==> src/rtl/brq_pkg.sv <==
// Shared types and constants for the branch resolve queue.
// BRQ_PC_MAX_W bounds the PC width any instance may use; narrower
// instances store their PC zero-extended in the entry.
package brq_pkg;

    localparam int BRQ_PC_MAX_W     = 64;
    localparam int BRQ_FALLTHRU_OFS = 8;

    typedef struct packed {
        logic [BRQ_PC_MAX_W-1:0] pc;
        logic                    pred_take;
    } brq_entry_t;

    typedef enum logic {
        BRQ_NORMAL,
        BRQ_RECOVER
    } brq_state_t;

endpackage

==> src/rtl/brq_stat_counter.sv <==
// Saturating 32-bit event counter: holds at all-ones instead of wrapping.
module brq_stat_counter (
    input  logic        clk,
    input  logic        rst,
    input  logic        i_inc,
    output logic [31:0] o_value
);

    logic [31:0] r_value;

    // Count enabled events, sticking at the maximum value.
    always_ff @(posedge clk or posedge rst) begin
        if (rst) begin
            r_value <= '0;
        end else if (i_inc && (r_value != '1)) begin
            r_value <= r_value + 32'd1;
        end
    end

    assign o_value = r_value;

endmodule

==> src/rtl/branch_resolve_queue.sv <==
// In-order queue of in-flight branch predictions. It checks each one against
// the execute-stage outcome, pulses a one-cycle redirect on a mispredict and
// drives the registered predictor-update stream.
// Optional statistics counters are built when BRQ_STATS_EN is defined.
// PC_W must not exceed brq_pkg::BRQ_PC_MAX_W.
module branch_resolve_queue
    import brq_pkg::*;
#(
    parameter int DEPTH = 4,
    parameter int PC_W  = 32
) (
    input  logic                     clk,
    input  logic                     rst,
    input  logic                     enq_valid,
    input  logic [PC_W-1:0]          enq_pc,
    input  logic                     enq_pred_take,
    input  logic                     res_valid,
    input  logic                     res_take,
    input  logic [PC_W-1:0]          res_target,
    output logic                     full,
    output logic                     empty,
    output logic [$clog2(DEPTH):0]   count,
    output logic                     pred_wrong,
    output logic [PC_W-1:0]          redirect_pc,
    output logic                     upd_valid,
    output logic [PC_W-1:0]          upd_pc,
    output logic                     upd_take
`ifdef BRQ_STATS_EN
    ,
    output logic [31:0]              stat_branches,
    output logic [31:0]              stat_mispred
`endif
);

    localparam int PTR_W = $clog2(DEPTH);
    localparam int CNT_W = PTR_W + 1;

    brq_entry_t       r_mem [DEPTH];
    logic [PTR_W-1:0] r_rd_ptr;
    logic [PTR_W-1:0] r_wr_ptr;
    logic [CNT_W-1:0] r_count;
    brq_state_t       r_state;
    brq_state_t       w_state_nxt;

    logic [PC_W-1:0]  r_redirect_pc;
    logic             r_upd_valid;
    logic [PC_W-1:0]  r_upd_pc;
    logic             r_upd_take;

    brq_entry_t       w_head;
    logic [PC_W-1:0]  w_head_pc;
    logic [PC_W-1:0]  w_fallthru_pc;
    logic             w_pop;
    logic             w_mispred;
    logic             w_push;

    assign w_head        = r_mem[r_rd_ptr];
    assign w_head_pc     = PC_W'(w_head.pc);
    assign w_fallthru_pc = w_head_pc + PC_W'(BRQ_FALLTHRU_OFS);

    assign empty = (r_count == '0);
    assign full  = (r_count == CNT_W'(DEPTH));
    assign count = r_count;

    // A pop at full frees its slot on the same edge, so a push may join it.
    // Anything arriving alongside a mispredict or during recovery is wrong-path.
    assign w_pop     = res_valid & ~empty;
    assign w_mispred = w_pop & (w_head.pred_take != res_take);
    assign w_push    = enq_valid & (~full | w_pop) & (r_state == BRQ_NORMAL) & ~w_mispred;

    // Recovery state register.
    always_ff @(posedge clk or posedge rst) begin
        if (rst) begin
            r_state <= BRQ_NORMAL;
        end else begin
            r_state <= w_state_nxt;
        end
    end

    // Enter recovery on a mispredict and leave it after exactly one cycle.
    always_comb begin
        w_state_nxt = r_state;
        case (r_state)
            BRQ_NORMAL:  if (w_mispred) w_state_nxt = BRQ_RECOVER;
            BRQ_RECOVER: w_state_nxt = BRQ_NORMAL;
            default:     w_state_nxt = BRQ_NORMAL;
        endcase
    end

    assign pred_wrong = (r_state == BRQ_RECOVER);

    // Pointer and occupancy bookkeeping; a mispredict flushes all younger entries.
    always_ff @(posedge clk or posedge rst) begin
        if (rst) begin
            r_rd_ptr <= '0;
            r_wr_ptr <= '0;
            r_count  <= '0;
        end else if (w_mispred) begin
            r_rd_ptr <= r_wr_ptr;
            r_count  <= '0;
        end else begin
            if (w_push) r_wr_ptr <= r_wr_ptr + PTR_W'(1);
            if (w_pop)  r_rd_ptr <= r_rd_ptr + PTR_W'(1);
            if (w_push && !w_pop)      r_count <= r_count + CNT_W'(1);
            else if (w_pop && !w_push) r_count <= r_count - CNT_W'(1);
        end
    end

    // Entry storage needs no reset; the pointers decide what is live.
    always_ff @(posedge clk) begin
        if (w_push) begin
            r_mem[r_wr_ptr] <= '{pc: BRQ_PC_MAX_W'(enq_pc), pred_take: enq_pred_take};
        end
    end

    // Registered redirect target and predictor-update stream, one cycle after resolve.
    always_ff @(posedge clk or posedge rst) begin
        if (rst) begin
            r_redirect_pc <= '0;
            r_upd_valid   <= 1'b0;
            r_upd_pc      <= '0;
            r_upd_take    <= 1'b0;
        end else begin
            r_upd_valid <= w_pop;
            if (w_pop) begin
                r_upd_pc   <= w_head_pc;
                r_upd_take <= res_take;
            end
            if (w_mispred) begin
                r_redirect_pc <= res_take ? res_target : w_fallthru_pc;
            end
        end
    end

    assign redirect_pc = r_redirect_pc;
    assign upd_valid   = r_upd_valid;
    assign upd_pc      = r_upd_pc;
    assign upd_take    = r_upd_take;

`ifdef BRQ_STATS_EN
    brq_stat_counter u_stat_branches (
        .clk     (clk),
        .rst     (rst),
        .i_inc   (w_pop),
        .o_value (stat_branches)
    );

    brq_stat_counter u_stat_mispred (
        .clk     (clk),
        .rst     (rst),
        .i_inc   (w_mispred),
        .o_value (stat_mispred)
    );
`endif

endmodule

==> config.mk <==
export PLATFORM = sky130hd
export DESIGN_NAME = branch_resolve_queue
export DESIGN_NICKNAME = d
export VERILOG_FILES = /design/src/rtl/brq_pkg.sv /design/src/rtl/brq_stat_counter.sv /design/src/rtl/branch_resolve_queue.sv
export SDC_FILE = /design/constraint.sdc
export NUM_CORES = 1
export LEC_CHECK = 0
export ABC_AREA = 1
export CORE_UTILIZATION = 59
export DETAILED_ROUTE_END_ITERATION = 6
export PLACE_DENSITY = 0.85
export RECOVER_POWER = 50
export SLEW_MARGIN = 15
export SYNTH_ARGS = -nofsm -noshare
export SYNTH_HDL_FRONTEND = slang
export SYNTH_SLANG_ARGS = --single-unit
==> constraint.sdc <==
create_clock -name clk -period 5.25 [get_ports clk]
set_input_delay 1.05 -clock clk [delete_from_list [all_inputs] [get_ports clk]]
set_output_delay 1.05 -clock clk [all_outputs]
set_load 0.02 [all_outputs]
# --- Word level (Yosys, flattened, before mapping) ---
# Memories as Yosys holds them, arrays and structs flattened.
# Index checks and enable logic that the tools add are counted.
# Widths: inputs -> output; s select.
word_totals:
  word_cells: 44
  mem_bits_ro: 0
  latchBits: 0
  ram_bits: 132
  out_inout_bits: 72
  ff_bits: 74
  mem_count: 1
mem_list:
  columns: ["name", "words", "width", "read_ports", "rd_ports_with_merged_regs", "write_ports", "line", "source"]
  rows:
  - ["r_mem", 4, 33, 1, 0, 1, "branch_resolve_queue.sv:38", "brq_entry_t r_mem [DEPTH];"]
op_classes:
  reduce_logical: 8
  mux: 10
  n_lt_le_gt_ge: 0
  div_mod_pow: 0
  addsub: 5
  n_mul: 0
  bitwise: 10
  n_eq_ne: 2
  shift: 0
op_table:
  columns: ["operator", "count"]
  rows:
  - ["$add 32x4->32 const B", 1]
  - ["$mux 32", 1]
  - ["$mux 3", 3]
  - ["$and 1x1->1", 5]
  - ["$add 2x1->2 const B", 2]
  - ["$mux 2", 2]
  - ["$not 1->1", 4]
  - ["$add 3x1->3 const B", 1]
  - ["$eq 3x3->1 const B", 1]
  - ["$logic_not 3->1", 1]
  - ["$mux 1", 3]
  - ["$reduce_bool 3->1", 1]
  - ["$sub 3x1->3 const B", 1]
  - ["$logic_and 1x1->1", 2]
  - ["$logic_not 1->1", 2]
  - ["$pmux 1 s2", 1]
  - ["$reduce_and 2->1", 1]
  - ["$reduce_bool 2->1", 1]
  - ["$ne 1x1->1", 1]
  - ["$or 1x1->1", 1]

# --- Longest topological paths before layout ---
depth:
  word_depth: 12
  mapped_depth: 17

# --- Worst setup path after synthesis ---
# OpenSTA, ideal clock, no wires.
synth_path:
  kind: "in2reg"
  from: "input res_take"
  to: "memory r_mem[0][0] in the netlist's numbering, enable pin"
  cell_stages: 6
  required_ns: 4.827
  arrival_ns: 3.400
  setup_time_ns: 0.423
  path_slack_ns: 1.427
  cell_sequence: "clkbuf_1 clkinv_1 xor2_1 nand2_1 nand3_1 nor2_1"
synth_via:
  elab_chain_cells: 6
synth_rtl:
  columns: ["item", "line", "source"]
  rows:
  - ["start, declared", "branch_resolve_queue.sv:18", "input logic res_take,"]
  - ["$ne 1x1->1", "branch_resolve_queue.sv:68", "assign w_mispred = w_pop & (w_head.pred_take != res_take);"]
  - ["$and 1x1->1", "branch_resolve_queue.sv:68", null]
  - ["$not 1->1 (no source line)", null, null]
  - ["$and 1x1->1", "branch_resolve_queue.sv:69", "assign w_push = enq_valid & (~full | w_pop) & (r_state == BRQ_NORMAL) & ~w_mispred;"]
  - ["$mux 1", "branch_resolve_queue.sv:111", "if (w_push) begin"]
  - ["$mux 1 (not written as such)", "branch_resolve_queue.sv:112", "r_mem[r_wr_ptr] <= '{pc: BRQ_PC_MAX_W'(enq_pc), pred_take: enq_pred_take};"]
  - ["end, declared", "branch_resolve_queue.sv:38", null]
# No other way between the ends.

# --- Worst setup path in the final report ---
layout_path:
  from: "input res_valid"
  to: "register r_count[0], in the netlist count[0]"
layout_via:
  elab_chain_cells: 8
  word_cells_on_any_way: 14
  classes_between: "2 x mux; 7 x bitwise; 5 x reduce/logical"
layout_rtl:
  columns: ["item", "line", "source"]
  rows:
  - ["start, declared", "branch_resolve_queue.sv:17", "input logic res_valid,"]
  - ["$and 1x1->1 (*)", "branch_resolve_queue.sv:67", "assign w_pop = res_valid & ~empty;"]
  - ["$or 1x1->1", "branch_resolve_queue.sv:69", null]
  - ["$and 1x1->1 (3 in a row)", "branch_resolve_queue.sv:69", null]
  - ["$logic_and 1x1->1 or $logic_not 1->1 (tied branches)", "branch_resolve_queue.sv:104, branch_resolve_queue.sv:105", null]
  - ["$mux 3 or $logic_and 1x1->1 (tied branches)", "branch_resolve_queue.sv:104, branch_resolve_queue.sv:105", null]
  - ["$mux 3 or $reduce_bool 3->1 (tied branches)", null, null]
  - ["end signal, assigned", "branch_resolve_queue.sv:104", "if (w_push && !w_pop) r_count <= r_count + CNT_W'(1);"]
  - ["end signal, assigned", "branch_resolve_queue.sv:105", "else if (w_pop && !w_push) r_count <= r_count - CNT_W'(1);"]
  - ["end, declared", "branch_resolve_queue.sv:41", "logic [CNT_W-1:0] r_count;"]
# Every way passes the cells marked *; elsewhere a longest branch is shown, timed or not.
# A chain may end at the register's enable or synchronous reset.

==> qor.csv <==
stage;metric;value;unit
power_and_ir_drop;power consumption;7177;uW
global_routing;initial antenna violation count;0;
detailed_routing;antenna-violating nets left;0;
clock_network;CTS tree;built;
final_layout;# fillers;1115;
global_routing;largest net degree at the start of global routing;69;
floorplan;Die Wd;129.8;um
global_routing;GR Util met3;5.535;%
detailed_routing;final wirelength;23.39;mm
global_routing;M1 GR Usage;36.43;%
placement;Routability Congestion;0.9213;
detailed_routing;First-pass DRT Iterations;5;
synthesis;area share of the largest cell type after synthesis;41.14;%
placement;number of port buffers;141;
clock_network;# resized after CTS;0;
synthesis;Netlist cell types;38;
clock_network;H-Tree Depth;1;
detailed_routing;vias per cell;5.352;
floorplan;core area;15890;um2
detailed_routing;detailed-route wire length per cell;16.74;um
floorplan;I/O pins;142;
synthesis;warnings from Yosys;0;
final_layout;Nets;1243;
final_layout;commonest non-fill, non-tap cell in the layout;nand2_1;
detailed_routing;Via Count;7477;
global_routing;vias in the first global route;7241;
timing;final slew viol count;80;
power_and_ir_drop;Leak;0.005176;uW
final_layout;layout cells sized above 1;8.806;%
final_layout;area delta synth->final;22.71;%
timing;Fin. Hold Viols;0;
status;status;finished with violations;
worst_setup_path;Worst Path Required;5.64;ns
placement;area post-placement;11170;um2
floorplan;row count;46;
clock_network;Post-CTS Setup Inserts;0;
synthesis;sequential fraction of the synthesis area;60.36;%
job;Max-Cap Viols;2;
detailed_routing;initial drt markers;615;
floorplan;Initial Util;60.65;%
worst_setup_path;Critical Path AT;4.50;ns
clock_network;Skew-Pair Late Insertion Delay;0.49;ns
clock_network;root buf cell;clkbuf_16;
clock_network;clk sinks;206;
final_layout;commonest non-fill, non-tap cells in the layout;nand2_1 (305), edfxtp_1 (132), inv_1 (131);
timing;post-route setup TNS;0;ns
final_layout;final cell count without fillers;1397;
synthesis;syn_nets;1110;
timing;Fin Hold WS;0.4759;ns
final_layout;ANT cells;0;
timing;RSZ-0062 raised after global routing;no;
worst_setup_path;CP endpoint kind;register;
power_and_ir_drop;PD cells;607.1;nW/um2
placement;hpwl dp;15.52;mm
timing;fmax;243.6;MHz
synthesis;largest area contributor in the netlist;edfxtp_1;
worst_setup_path;crit path launch type;primary input;
timing;Tmin final;4.106;ns
timing;setup violators final;0;
clock_network;CTS clock-pin slew for the worst setup and hold paths;0.06;ns
worst_setup_path;crit path kind;primary input to register;
clock_network;hold_buf cts;0;
min_path;Hold Crit Class;register to register;
floorplan;die area;16840;um2
global_routing;first-pass GRT wire length;36.20;mm
worst_setup_path;crit path max fanout;43;
detailed_routing;DRC viols;0;
timing;clk_skew;0.01664;ns
placement;placed cells;1360;
status;violated checks;max-capacitance violations, max-slew violations;
floorplan;die height;129.8;um
timing;normalized max-slew margin;-24.09;%
clock_network;CTS Buffer Depth;3;
global_routing;GR Overflow Total;0;
synthesis;synthesized area per cell;9.317;um2
global_routing;met2 GRT Util;46.93;%
synthesis;synthesized cell area;9634;um2
global_routing;GRT busiest layer;met2;
synthesis;Mapped Cells;1034;
clock_network;cts bufs inserted;21;
power_and_ir_drop;Max VDD drop;0.3678;mV
timing;part of the cycle the worst path needs;78.21;%
timing;Worst Max-Slew Pin Slew;1.859;ns
global_routing;Tot GR Track Use;28.12;%
synthesis;FF+latch count, synth;206;
synthesis;top cells by area, synth;edfxtp_1 (41%), dfrtp_1 (19%), nand2_1 (12%);
final_layout;post-route cell area;11820;um2
-- synth_stat cells (all sizes together) --
master,n
a21oi,11
a2bb2oi,4
a31oi,12
buf,31
clkbuf,12
clkinv,1
dfrtp,74
edfxtp,132
fa,1
ha,5
inv,137
nand2,332
nand3,81
nand3b,2
nand4,1
nor2,119
nor3,4
o211ai,2
o21a,1
o21ai,46
o21bai,3
o221ai,1
o22ai,4
o31ai,4
or2,4
xnor2,5
xor2,5
-- layout make-up --
class | instances | area [um2] | area share (%)
tap | 216 | 270.3 | 2.286
clock inverter | 6 | 52.55 | 0.4445
clock buffer | 31 | 608.1 | 5.143
inverter | 138 | 523.0 | 4.424
timing repair buffer | 153 | 1523 | 12.88
sequential | 206 | 5817 | 49.20
multi-input combinational | 647 | 3029 | 25.62
-- worst paths after layout --
kind,depth (start not counted),slack (ns),startpoint,to
max reg2reg,9,1.74,count[2],count[0]
max in group asynchronous,3,2.36,rst,r_rd_ptr[0]
min reg2reg,2,0.48,redirect_pc[27],redirect_pc[27]
max,10,1.14,res_valid,count[0]
min in group asynchronous,2,1.61,rst,pred_wrong
min,2,0.48,redirect_pc[27],redirect_pc[27]
-- metrics by stage --
stage	worst slack, ns	util, %
after floorplan	1.427	-
after global placement	1.322	70.29
after detailed placement	1.195	70.29
after CTS	1.702	74.45
after global routing	0.7925	74.43
final	1.144	74.43
-- where the power goes --
group	internal [uW]	switching (uW)	leakage (uW)
combinational	1120	2130	0.00276
clock	849	591	0.000326
sequential	2240	246	0.00209
-- metal layers --
| layer | up-vias | wire [um] |
|---|---|---|
| met1 | 3489 | 9534 |
| li1 | 3582 | - |
| met3 | 59 | 2117 |
| met5 | - | 0 |
| met4 | 0 | 701 |
| met2 | 347 | 11040 |
-- worst max-delay path, stage by stage --
cell and delay, ns:
clkdlybuf4s50_1 0.45, inv_1 0.05, nor2_2 0.09, clkbuf_1 1.13
inv_1 0.97, o21bai_1 0.39, nand2_1 0.11, inv_1 0.11
nand2_1 0.05, o21ai_0 0.08
-- state kept, by name (all words and copies together) (netlist names) --
name,cells
count,3
upd_pc,32
pred_wrong,1
r_mem,132
upd_valid,1
r_rd_ptr,2
redirect_pc,32
r_wr_ptr,2
upd_take,1
-- cell families after synthesis --
family / after synthesis / synth area share, %
simple gates: 543 / 24.29
fa+ha+maj: 6 / 0.8572
flops: 206 / 60.36
xor+xnor: 10 / 0.9090
compound gates: 88 / 5.234
buf+inv: 181 / 8.350
Note: power is estimated with default switching activity, not from simulation.
